File: config.mk
export PLATFORM = sky130hd
export DESIGN_NAME = voice_allocator_flat
export DESIGN_NICKNAME = d
export VERILOG_FILES = /design/src/rtl/synth_pkg.sv /design/src/rtl/voice_allocator_if.sv /design/src/rtl/voice_table.sv /design/src/rtl/voice_allocator.sv /design/src/flat_wrapper.sv
export SDC_FILE = /design/constraint.sdc
export NUM_CORES = 1
export LEC_CHECK = 0
export ABC_CLOCK_PERIOD_IN_PS = 6150
export CAP_MARGIN = 0
export CORE_ASPECT_RATIO = 1.75
export CORE_UTILIZATION = 50
export DETAILED_ROUTE_END_ITERATION = 10
export PLACE_DENSITY = 0.73
export SLEW_MARGIN = 5
export SYNTH_ARGS = -nofsm -noshare
export SYNTH_HDL_FRONTEND = slang
export SYNTH_SLANG_ARGS = --single-unit
File: constraint.sdc
create_clock -name i_clk -period 6.15 [get_ports i_clk]
set_clock_uncertainty 0.15 [all_clocks]
set_input_delay 1.23 -clock i_clk [delete_from_list [all_inputs] [get_ports i_clk]]
set_output_delay 1.23 -clock i_clk [all_outputs]
set_load 0.05 [all_outputs]
File: src/rtl/synth_pkg.sv
// Shared widths, FSM state encoding and helpers for the synth front-end blocks.
package synth_pkg;
   localparam int NOTE_W      = 7;
   localparam int VOICE_IDX_W = 8;
   localparam int TUNING_W    = 32;
   localparam int VEL_W       = 8;

   typedef enum logic [1:0] {
      S_IDLE    = 2'd0,
      S_SCAN    = 2'd1,
      S_RESOLVE = 2'd2,
      S_ISSUE   = 2'd3
   } state_t;

   // Slot index width; a single-voice build still needs one bit.
   function automatic int idx_width(input int n);
      return (n > 1) ? $clog2(n) : 1;
   endfunction
endpackage

File: src/rtl/voice_allocator_if.sv
// Note-event request and voice_controller command bundle of the voice allocator.
interface voice_allocator_if;
   import synth_pkg::*;

   logic                   i_note_valid;
   logic                   o_note_ready;
   logic                   i_note_on;
   logic [NOTE_W-1:0]      i_note_num;
   logic [TUNING_W-1:0]    i_tuning_code;
   logic [VEL_W-1:0]       i_velocity;
   logic                   o_SPI_flag;
   logic [VOICE_IDX_W-1:0] o_SPI_voice_index;
   logic                   o_SPI_note_status;
   logic [TUNING_W-1:0]    o_SPI_tuning_code;
   logic [VEL_W-1:0]       o_SPI_velocity;
   logic                   o_steal;
   logic [7:0]             o_active_count;

   modport master (
      output i_note_valid, i_note_on, i_note_num, i_tuning_code, i_velocity,
      input  o_note_ready, o_SPI_flag, o_SPI_voice_index, o_SPI_note_status,
             o_SPI_tuning_code, o_SPI_velocity, o_steal, o_active_count
   );

   modport slave (
      input  i_note_valid, i_note_on, i_note_num, i_tuning_code, i_velocity,
      output o_note_ready, o_SPI_flag, o_SPI_voice_index, o_SPI_note_status,
             o_SPI_tuning_code, o_SPI_velocity, o_steal, o_active_count
   );
endinterface

File: src/rtl/voice_table.sv
// Per-slot voice state (active, note, age stamp) with one read port, one write
// port and a registered count of active slots.
module voice_table
   import synth_pkg::*;
#(
   parameter int N_VOICES = 8,
   parameter int STAMP_W  = 16,
   parameter int IDX_W    = 3
) (
   input  logic               i_clk,
   input  logic               i_reset_n,
   input  logic [IDX_W-1:0]   i_rd_idx,
   output logic               o_rd_active,
   output logic [NOTE_W-1:0]  o_rd_note,
   output logic [STAMP_W-1:0] o_rd_stamp,
   input  logic               i_wr_en,
   input  logic [IDX_W-1:0]   i_wr_idx,
   input  logic               i_wr_active,
   input  logic [NOTE_W-1:0]  i_wr_note,
   input  logic [STAMP_W-1:0] i_wr_stamp,
   output logic [7:0]         o_active_count
);

   logic [N_VOICES-1:0]              r_active;
   logic [N_VOICES-1:0][NOTE_W-1:0]  r_note;
   logic [N_VOICES-1:0][STAMP_W-1:0] r_stamp;
   logic [7:0]                       r_active_count;
   logic [N_VOICES-1:0]              w_active_nxt;
   logic [8:0]                       w_cnt;

   assign o_rd_active    = r_active[i_rd_idx];
   assign o_rd_note      = r_note[i_rd_idx];
   assign o_rd_stamp     = r_stamp[i_rd_idx];
   assign o_active_count = r_active_count;

   // Count the post-write vector so the count settles the cycle after the write.
   always_comb begin
      w_active_nxt = r_active;
      if (i_wr_en) w_active_nxt[i_wr_idx] = i_wr_active;
      w_cnt = '0;
      for (int i = 0; i < N_VOICES; i++) w_cnt = w_cnt + 9'(w_active_nxt[i]);
   end

   always_ff @(posedge i_clk or negedge i_reset_n) begin
      if (!i_reset_n) begin
         r_active       <= '0;
         r_note         <= '0;
         r_stamp        <= '0;
         r_active_count <= '0;
      end else begin
         r_active       <= w_active_nxt;
         r_active_count <= w_cnt[7:0];
         // A note-off only clears active; note and stamp are don't-care afterwards.
         if (i_wr_en && i_wr_active) begin
            r_note[i_wr_idx]  <= i_wr_note;
            r_stamp[i_wr_idx] <= i_wr_stamp;
         end
      end
   end

endmodule

File: src/rtl/voice_allocator.sv
// Polyphonic voice allocator: scans the voice table one slot per cycle, picks
// retrigger / lowest free / oldest voice and emits one command pulse per event.
module voice_allocator
   import synth_pkg::*;
#(
   parameter int N_VOICES = 8,
   parameter int STAMP_W  = 16
) (
   input  logic             i_clk,
   input  logic             i_reset_n,
   voice_allocator_if.slave bus
);

   localparam int               IDX_W    = idx_width(N_VOICES);
   localparam logic [IDX_W-1:0] LAST_IDX = IDX_W'(N_VOICES - 1);

   state_t                 r_state, w_state_nxt;
   logic                   w_ready, w_accept, w_go_issue, w_steal;
   logic [IDX_W-1:0]       w_target;

   logic                   r_on;
   logic [NOTE_W-1:0]      r_note;
   logic [TUNING_W-1:0]    r_tuning;
   logic [VEL_W-1:0]       r_vel;
   logic [IDX_W-1:0]       r_idx;
   logic                   r_match_vld, r_free_vld, r_old_vld;
   logic [IDX_W-1:0]       r_match_idx, r_free_idx, r_old_idx;
   logic [STAMP_W-1:0]     r_old_age;
   logic [STAMP_W-1:0]     r_stamp_ctr;
   logic [IDX_W-1:0]       r_target;

   logic                   r_flag, r_steal, r_spi_status;
   logic [VOICE_IDX_W-1:0] r_spi_idx;
   logic [TUNING_W-1:0]    r_spi_tuning;
   logic [VEL_W-1:0]       r_spi_vel;

   logic                   w_rd_active;
   logic [NOTE_W-1:0]      w_rd_note;
   logic [STAMP_W-1:0]     w_rd_stamp;
   logic [STAMP_W-1:0]     w_age;
   logic                   w_wr_en;
   logic [7:0]             w_active_count;

   voice_table #(
      .N_VOICES(N_VOICES), .STAMP_W(STAMP_W), .IDX_W(IDX_W)
   ) u_table (
      .i_clk(i_clk), .i_reset_n(i_reset_n),
      .i_rd_idx(r_idx), .o_rd_active(w_rd_active), .o_rd_note(w_rd_note),
      .o_rd_stamp(w_rd_stamp),
      .i_wr_en(w_wr_en), .i_wr_idx(r_target), .i_wr_active(r_on),
      .i_wr_note(r_note), .i_wr_stamp(r_stamp_ctr),
      .o_active_count(w_active_count)
   );

   // Modular age keeps the oldest-voice choice correct across stamp wrap.
   assign w_age   = r_stamp_ctr - w_rd_stamp;
   assign w_wr_en = (r_state == S_ISSUE);
   assign w_steal = r_on && !r_match_vld && !r_free_vld;

   always_comb begin
      w_target = r_old_idx;
      if (r_match_vld)     w_target = r_match_idx;
      else if (r_free_vld) w_target = r_free_idx;
   end

   always_comb begin
      w_state_nxt = r_state;
      w_ready     = 1'b0;
      w_accept    = 1'b0;
      w_go_issue  = r_on || r_match_vld;
      case (r_state)
         S_IDLE: begin
            w_ready = 1'b1;
            if (bus.i_note_valid) begin
               w_accept    = 1'b1;
               w_state_nxt = S_SCAN;
            end
         end
         S_SCAN:    if (r_idx == LAST_IDX) w_state_nxt = S_RESOLVE;
         S_RESOLVE: w_state_nxt = w_go_issue ? S_ISSUE : S_IDLE;
         S_ISSUE:   w_state_nxt = S_IDLE;
         default:   w_state_nxt = S_IDLE;
      endcase
   end

   always_ff @(posedge i_clk or negedge i_reset_n) begin
      if (!i_reset_n) r_state <= S_IDLE;
      else            r_state <= w_state_nxt;
   end

   always_ff @(posedge i_clk or negedge i_reset_n) begin
      if (!i_reset_n) begin
         r_on        <= 1'b0;
         r_note      <= '0;
         r_tuning    <= '0;
         r_vel       <= '0;
         r_idx       <= '0;
         r_match_vld <= 1'b0;
         r_free_vld  <= 1'b0;
         r_old_vld   <= 1'b0;
         r_match_idx <= '0;
         r_free_idx  <= '0;
         r_old_idx   <= '0;
         r_old_age   <= '0;
      end else if (w_accept) begin
         r_on        <= bus.i_note_on;
         r_note      <= bus.i_note_num;
         r_tuning    <= bus.i_tuning_code;
         r_vel       <= bus.i_velocity;
         r_idx       <= '0;
         r_match_vld <= 1'b0;
         r_free_vld  <= 1'b0;
         r_old_vld   <= 1'b0;
      end else if (r_state == S_SCAN) begin
         r_idx <= r_idx + 1'b1;
         if (w_rd_active) begin
            if (!r_match_vld && (w_rd_note == r_note)) begin
               r_match_vld <= 1'b1;
               r_match_idx <= r_idx;
            end
            // Strict compare keeps the lowest index on equal ages.
            if (!r_old_vld || (w_age > r_old_age)) begin
               r_old_vld <= 1'b1;
               r_old_idx <= r_idx;
               r_old_age <= w_age;
            end
         end else if (!r_free_vld) begin
            r_free_vld <= 1'b1;
            r_free_idx <= r_idx;
         end
      end
   end

   always_ff @(posedge i_clk or negedge i_reset_n) begin
      if (!i_reset_n) begin
         r_flag       <= 1'b0;
         r_steal      <= 1'b0;
         r_spi_status <= 1'b0;
         r_spi_idx    <= '0;
         r_spi_tuning <= '0;
         r_spi_vel    <= '0;
         r_target     <= '0;
         r_stamp_ctr  <= '0;
      end else begin
         r_flag  <= 1'b0;
         r_steal <= 1'b0;
         if (r_state == S_RESOLVE && w_go_issue) begin
            r_flag       <= 1'b1;
            r_steal      <= w_steal;
            r_target     <= w_target;
            r_spi_idx    <= VOICE_IDX_W'(w_target);
            r_spi_status <= r_on;
            r_spi_tuning <= r_tuning;
            r_spi_vel    <= r_vel;
         end
         if (r_state == S_ISSUE && r_on) r_stamp_ctr <= r_stamp_ctr + 1'b1;
      end
   end

   assign bus.o_note_ready      = w_ready;
   assign bus.o_SPI_flag        = r_flag;
   assign bus.o_SPI_voice_index = r_spi_idx;
   assign bus.o_SPI_note_status = r_spi_status;
   assign bus.o_SPI_tuning_code = r_spi_tuning;
   assign bus.o_SPI_velocity    = r_spi_vel;
   assign bus.o_steal           = r_steal;
   assign bus.o_active_count    = w_active_count;

endmodule

File: src/flat_wrapper.sv
// flat-port wrapper written by rule: the top's interface ports become plain ports
module voice_allocator_flat import synth_pkg::*;
#(
   parameter int N_VOICES = 8,
   parameter int STAMP_W  = 16
)
  (i_clk, i_reset_n, bus_i_note_valid, bus_i_note_on, bus_i_note_num, bus_i_tuning_code, bus_i_velocity, bus_o_note_ready, bus_o_SPI_flag, bus_o_SPI_voice_index, bus_o_SPI_note_status, bus_o_SPI_tuning_code, bus_o_SPI_velocity, bus_o_steal, bus_o_active_count);
  voice_allocator_if bus_i ();
  input  logic i_clk;
  input  logic i_reset_n;
  input wire logic [$bits(bus_i.i_note_valid)-1:0] bus_i_note_valid;
  input wire logic [$bits(bus_i.i_note_on)-1:0] bus_i_note_on;
  input wire logic [$bits(bus_i.i_note_num)-1:0] bus_i_note_num;
  input wire logic [$bits(bus_i.i_tuning_code)-1:0] bus_i_tuning_code;
  input wire logic [$bits(bus_i.i_velocity)-1:0] bus_i_velocity;
  output wire logic [$bits(bus_i.o_note_ready)-1:0] bus_o_note_ready;
  output wire logic [$bits(bus_i.o_SPI_flag)-1:0] bus_o_SPI_flag;
  output wire logic [$bits(bus_i.o_SPI_voice_index)-1:0] bus_o_SPI_voice_index;
  output wire logic [$bits(bus_i.o_SPI_note_status)-1:0] bus_o_SPI_note_status;
  output wire logic [$bits(bus_i.o_SPI_tuning_code)-1:0] bus_o_SPI_tuning_code;
  output wire logic [$bits(bus_i.o_SPI_velocity)-1:0] bus_o_SPI_velocity;
  output wire logic [$bits(bus_i.o_steal)-1:0] bus_o_steal;
  output wire logic [$bits(bus_i.o_active_count)-1:0] bus_o_active_count;
  assign bus_i.i_note_valid = bus_i_note_valid;
  assign bus_i.i_note_on = bus_i_note_on;
  assign bus_i.i_note_num = bus_i_note_num;
  assign bus_i.i_tuning_code = bus_i_tuning_code;
  assign bus_i.i_velocity = bus_i_velocity;
  assign bus_o_note_ready = bus_i.o_note_ready;
  assign bus_o_SPI_flag = bus_i.o_SPI_flag;
  assign bus_o_SPI_voice_index = bus_i.o_SPI_voice_index;
  assign bus_o_SPI_note_status = bus_i.o_SPI_note_status;
  assign bus_o_SPI_tuning_code = bus_i.o_SPI_tuning_code;
  assign bus_o_SPI_velocity = bus_i.o_SPI_velocity;
  assign bus_o_steal = bus_i.o_steal;
  assign bus_o_active_count = bus_i.o_active_count;
  voice_allocator #(.N_VOICES(N_VOICES), .STAMP_W(STAMP_W)) u_core (.i_clk(i_clk), .i_reset_n(i_reset_n), .bus(bus_i));
endmodule
After elaboration in Yosys (flattened, before gate mapping)
Index checks and enable logic that the tools add are counted.

Bits in registers: 343. Bits in read-only memories: 0. Memories: 0. Word-level logic and storage cells: 126. Bits of input ports: 51. Bits in latches: 0. RAM bits: 0.

Add/sub/neg operators: 10. Muxes and demuxes: 40. Reductions and logical operators: 23. $mul: 0. Divide/modulo/power cells: 0. Magnitude comparators: 4. Equal/unequal tests: 8. Shift operators: 0. Bitwise logic cells: 3.

Operators with widths (number): 128-bit bitwise mux (1); 56-bit bitwise mux (1); 16-bit binary-select mux with 3-bit select (1); 16-bit demux with 3-bit select (1); 16-bit 2-to-1 mux (2); 7-bit binary-select mux with 3-bit select (1); 7-bit demux with 3-bit select (1); 1-bit 2-to-1 mux (18); 16-bit by 1-bit adder with 16-bit output, second input constant (1); 16-bit > comparator (1); 16-bit subtractor (1); 7-bit 2-to-1 mux (2); 3-bit 2-to-1 mux (4); 4-bit AND reduction (3); 7-bit by 1-bit adder with 8-bit output (1); 8-bit bitwise mux (1); 3-bit by 4-bit < comparator with 1-bit output, second input constant (2); 8-bit 2-to-1 mux (1); 2-bit case mux with 4 select lines (1); 2-bit nonzero test (4); 6-bit by 1-bit adder with 7-bit output (1); 7-bit == test (1); 5-bit by 1-bit adder with 6-bit output (1); 1-bit logical AND (6); 20 further kinds (31).

Depth between registers and ports, before layout
Depth in word-level cells: 13. Depth in mapped cells: 21.

Hierarchy
From an unflattened synthesis, not the netlist that was laid out.

Cell total of the unflattened synthesis: 1166. Area total of the unflattened synthesis: 15748.9 µm².

By module, submodules not included: voice_table (cells each 538, times used 1, area an instance 8966.1 µm²); voice_allocator (cells each 628, times used 1, area an instance 6782.8 µm²).

Worst setup path before layout
No wires, ideal clock.

Path type: register to register. Start point: register u_core.r_idx[0]. End point: register u_core.r_old_age[10]. Path buffers: 5. Slack: 1014 ps. Arrival time: 4861 ps. Cell stages (with the launch flop): 21. Cell sequence: dfrtp_1 clkbuf_1 buf_2 buf_1 mux4_2 mux2i_1 ha_1 clkbuf_1 a21o_1 a21o_1 a211o_1 a21oi_1 o21ai_0 xor2_1 ha_1 and3_1 and3_1 o21a_1 o21ai_0 buf_2 mux2_2.

Longest elaborated chain between the ends: 6. Elaborated cells between the ends (all ways): 8. Classes of those cells: add/sub: 1; order compare: 1; mux: 4; reduce/logical: 2.

Ends and longest elaborated chain: start, declared (line voice_allocator.sv:25) `logic [IDX_W-1:0] r_idx;`; start signal, assigned (line voice_allocator.sv:115) `r_idx <= r_idx + 1'b1;`; 16-bit binary-select mux with 3-bit select (line voice_table.sv:33) `assign o_rd_stamp = r_stamp[i_rd_idx];`; 16-bit 2-to-1 mux (implied by the code) (line voice_table.sv:33); 16-bit subtractor (line voice_allocator.sv:56) `assign w_age = r_stamp_ctr - w_rd_stamp;`; net u_core.w_age[14] (line voice_allocator.sv:40) `logic [STAMP_W-1:0] w_age;`; 16-bit > comparator (line voice_allocator.sv:122) `if (!r_old_vld || (w_age > r_old_age)) begin`; 1-bit logical OR (line voice_allocator.sv:122); 4-bit AND reduction (no line); end signal, assigned (line voice_allocator.sv:125) `r_old_age <= w_age;`; end, declared (line voice_allocator.sv:28) `logic [STAMP_W-1:0] r_old_age;`.

The timed path passes the listed nets, and every way through them passes these cells. The select of a mux whose other input is x is not followed. A chain may end at the register's enable or synchronous reset.

Final worst setup path
Start point: register u_core.r_idx[0]. End point: register u_core.r_old_age[7].

Same word-level chain as after synthesis.

==> out/summary.json <==
{
  "global_routing": {
    "total_track_usage_pct": 22.84,
    "first_global_vias": 10670,
    "antenna_found_initial": 2,
    "wire_length_of_the_first_global_routing_pass_um": 57100,
    "grt-ovfl-total": 0,
    "grt_max_degree": 136
  },
  "clock_network": {
    "cts_setup_buffers": 0,
    "clk_latency_ps": 590,
    "clk_transition_reported_paths_ps": 60,
    "cts_repair_resize_count": 0,
    "tritoncts": "done",
    "clock_sink_count": 339,
    "cts-hold-fix-buffers": 0,
    "root_buffer": "sky130_fd_sc_hd__clkbuf_16",
    "cts-root-to-sink-buffers": 3,
    "tritoncts.num_buffers": 30,
    "h-tree-depth": 1
  },
  "synthesis": {
    "synth_top_cells_by_area": "sky130_fd_sc_hd__dfrtp_1 (54%), sky130_fd_sc_hd__mux2_2 (15%), sky130_fd_sc_hd__nand2_1 (7.1%)",
    "ys.warnings.count": 0,
    "synth_edf_count": 0,
    "synth_ff_type": "sky130_fd_sc_hd__dfrtp_1",
    "top_cell_type_s_share_of_synthesized_area_pct": 53.90,
    "mappedNetlistArea_mm2": 0.01574,
    "seq_area_frac_synth_pct": 53.90,
    "ffs_latches_synth": 339,
    "synth_top_cell_by_area": "sky130_fd_sc_hd__dfrtp_1",
    "proportion_of_synthesized_flip_flops_having_asynchronous_set_or_reset_pct": 100.0,
    "syn-instance-count": 1300,
    "netlist-cell-type-count": 56,
    "avgSynthCellArea_um2": 12.11
  },
  "critical_path": {
    "largest_incremental_delay_on_the_critical_path_ps": 600,
    "critical_path_peak_fanout": 12,
    "path_class": "reg -> reg",
    "critical-path-slowest-cell": "sky130_fd_sc_hd__dfrtp_2",
    "worst_ep_arrival_time_ps": 5450,
    "cp_cell_sequence": "mux4_2, mux2i_1, ha_1, nor2b_1, o2111ai_1, a41oi_1, a21oi_1, a21boi_0, xnor2_1, ha_1, and3_1, and3_1, o21a_1, o21ai_2, buf_4, mux2_2",
    "crit_path_start_kind": "flip-flop",
    "cp-end-kind": "flip-flop",
    "required_ps": 6450
  },
  "drt": {
    "routed_wirelength_normalized_by_instance_count_um": 19.41,
    "detailed_route_wire_length_um": 34530,
    "dr_total_vias": 9891,
    "remaining_drc_errors": 0,
    "routed_via_density": 5.560,
    "number_of_search_and_repair_iterations_in_the_first_detailed_routing_pass": 4,
    "detailedRoute.firstIterationViolations": 503,
    "drt.antenna.violating_nets": 0
  },
  "power": {
    "power_density_mw_per_mm2": 379.3,
    "worst_ir_drop_vdd_uv": 257.9,
    "power.leakage_nw": 8.970
  },
  "final_layout": {
    "area_growth_pct": 14.81,
    "post_route_cells_drive_above_1_share_pct": 23.67,
    "finalCoreUtilization_pct": 58.58,
    "count_of_filler_cells_inserted_in_the_layout": 2467,
    "nNetsFinal": 1458
  },
  "die": {
    "ioPinCount": 111,
    "core_region_mm2": 0.03084,
    "die_height_um": 236.7,
    "core.rowCount": 85,
    "die_width_um": 136.1,
    "start_util_pct": 51.03,
    "floorplan.die_area_mm2": 0.03222
  },
  "timing": {
    "min_period_over_period_pct": 83.84,
    "count_of_pins_over_their_slew_limit": 0,
    "worst_slew_pin_slew_ps": 1101,
    "setup_tns_ps": 0,
    "worst_case_headroom_to_the_max_slew_limit_pct": 26.33,
    "report.final.setup_viol": 0,
    "final.min_clock_period_ps": 5156,
    "max_freq_ghz": 0.1939,
    "timing.hold.ws_ps": 316.0,
    "rsz0062_at_grt": "false",
    "report.final.hold_viol_count": 0
  },
  "placement": {
    "place_hpwl_um": 23000,
    "buffer_ports.inserted": 101,
    "gp_weighted_congestion": 0.8491
  },
  "run": {
    "drv_cap": 0
  },
  "status": {
    "outcome": "finished clean"
  },
  "worst_hold_path": {
    "timing.hold.worst.class": "reg -> reg"
  }
}
==> registers in the layout (all words and copies together), names as in the netlist, 4 cells and up <==
name                           cells
u_core.r_stamp_ctr                16
u_core.r_old_age                  16
u_core.r_note                      7
u_core.r_vel                       8
u_core.bus.o_SPI_velocity          8
u_core.u_table.r_note             56
u_core.r_tuning                   32
u_core.u_table.r_active            8
u_core.bus.o_SPI_tuning_code      32
u_core.u_table.o_active_count      4
u_core.u_table.r_stamp           128
==> per-layer routing <==
metal	share of wire (%)	global-route usage [%]
met2	53	40.39
met5	0	0
met1	38	26.65
met4	4.8	10.67
met3	4.2	3.661
==> layout make-up <==
cell class,count,area [um2],share of cell area [%]
flip-flops and latches,339,8487,46.97
multi-input cells,850,6797,37.62
repair buffers,120,1184,6.551
clock buffers,44,883.3,4.889
well taps,391,489.2,2.708
clock inverters,9,133.9,0.7409
inverters,24,90.09,0.4986
diodes,2,5.005,0.02770
==> placed cells by master, fill, tap and decap left out, types with 5 or more instances in the layout <==
cell and n:
sky130_fd_sc_hd__mux2_2 209, sky130_fd_sc_hd__ha_1 37, sky130_fd_sc_hd__buf_4 17, sky130_fd_sc_hd__mux4_2 34
sky130_fd_sc_hd__inv_1 24, sky130_fd_sc_hd__a21o_1 10, sky130_fd_sc_hd__nor2b_1 10, sky130_fd_sc_hd__nand2b_1 10
sky130_fd_sc_hd__clkbuf_8 8, sky130_fd_sc_hd__xor2_1 12, sky130_fd_sc_hd__conb_1 9, sky130_fd_sc_hd__fa_1 5
sky130_fd_sc_hd__nand2_1 298, sky130_fd_sc_hd__a21oi_1 16, sky130_fd_sc_hd__dfrtp_1 336, sky130_fd_sc_hd__mux2i_1 32
sky130_fd_sc_hd__clkdlybuf4s50_1 100, sky130_fd_sc_hd__o21ai_0 22, sky130_fd_sc_hd__mux4_1 6, sky130_fd_sc_hd__clkbuf_16 30
sky130_fd_sc_hd__nand3_1 12, sky130_fd_sc_hd__xnor2_1 23, sky130_fd_sc_hd__and3_1 9, sky130_fd_sc_hd__nor2_1 24
sky130_fd_sc_hd__o21a_1 6, sky130_fd_sc_hd__clkbuf_1 6, sky130_fd_sc_hd__nor3_1 5, sky130_fd_sc_hd__nand4_1 6
==> synthesized netlist by cell type, types with 5 or more instances <==
library cell / number
sky130_fd_sc_hd__dfrtp_1: 339
sky130_fd_sc_hd__nand2_1: 299
sky130_fd_sc_hd__mux2_2: 209
sky130_fd_sc_hd__clkbuf_1: 46
sky130_fd_sc_hd__ha_1: 37
sky130_fd_sc_hd__mux4_2: 34
sky130_fd_sc_hd__mux2i_1: 32
sky130_fd_sc_hd__nor2_1: 27
sky130_fd_sc_hd__inv_1: 24
sky130_fd_sc_hd__o21ai_0: 24
sky130_fd_sc_hd__xnor2_1: 23
sky130_fd_sc_hd__buf_2: 22
sky130_fd_sc_hd__a21oi_1: 16
sky130_fd_sc_hd__buf_1: 13
sky130_fd_sc_hd__nand3_1: 12
sky130_fd_sc_hd__xor2_1: 12
sky130_fd_sc_hd__a21o_1: 10
sky130_fd_sc_hd__buf_4: 10
sky130_fd_sc_hd__nand2b_1: 10
sky130_fd_sc_hd__nor2b_1: 10
sky130_fd_sc_hd__and3_1: 9
sky130_fd_sc_hd__nor3_1: 8
sky130_fd_sc_hd__mux4_1: 6
sky130_fd_sc_hd__nand4_1: 6
sky130_fd_sc_hd__o21a_1: 6
sky130_fd_sc_hd__fa_1: 5
==> critical path, delay by kind of cell (launching register included) <==
family | cells | cell delay [ps]
flops | 1 | 600
compound gates | 6 | 1510
mux | 3 | 1170
simple gates | 3 | 520
fa+ha+maj | 2 | 570
xor+xnor | 1 | 230
buf+inv | 1 | 260
==> metrics by stage <==
| stage | setup slack (ps) | cells | instance area (um2) | total power [mW] |
|---|---|---|---|---|
| floorplan | 1014 | 1308 | 15770 | 4.327 |
| global placement | 1096 | 1724 | 17050 | 4.912 |
| detailed placement | 993.0 | 1724 | 17050 | 4.968 |
| CTS | 944.4 | 1777 | 18060 | 6.928 |
| global route | 635.7 | 1779 | 18070 | 7.223 |
| finish | 993.8 | 1779 | 18070 | 6.853 |
==> cells by family after synthesis <==
| kind of cell | count (synthesis) | share of synthesized area, % |
|---|---|---|
| AND/OR/NAND/NOR | 392 | 10.45 |
| flip-flops | 339 | 53.90 |
| multiplexers | 284 | 23.07 |
| buffers and inverters | 119 | 3.403 |
| AO/OA/AOI/OAI | 88 | 3.626 |
| adder cells (fa/ha/maj) | 42 | 3.578 |
| XOR/XNOR | 35 | 1.948 |
| other | 1 | 0.02383 |
==> report_power, final <==
part	switching [mW]	internal [mW]	total [mW]	leakage [nW]
Sequential	0.320	2.57	2.89	4.63
Clock	0.825	1.12	1.94	0.499
Combinational	1.20	0.818	2.02	3.84
==> final timing paths <==
check / from / end / slack (ps) / cells after the start
worst max register to register: u_core.r_idx[0] / u_core.r_old_age[7] / 990 / 16
worst min register to register: u_core.r_tuning[3] / u_core.bus.o_SPI_tuning_code[3] / 320 / 2
min in group asynchronous: i_reset_n / u_core.r_vel[3] / 470 / 1
worst min-delay path: u_core.r_tuning[3] / u_core.bus.o_SPI_tuning_code[3] / 320 / 2
worst max-delay path: u_core.r_idx[0] / u_core.r_old_age[7] / 990 / 16
max in group asynchronous: i_reset_n / u_core.r_old_age[5] / 4000 / 2
Note: power is estimated with default switching activity, not from simulation.
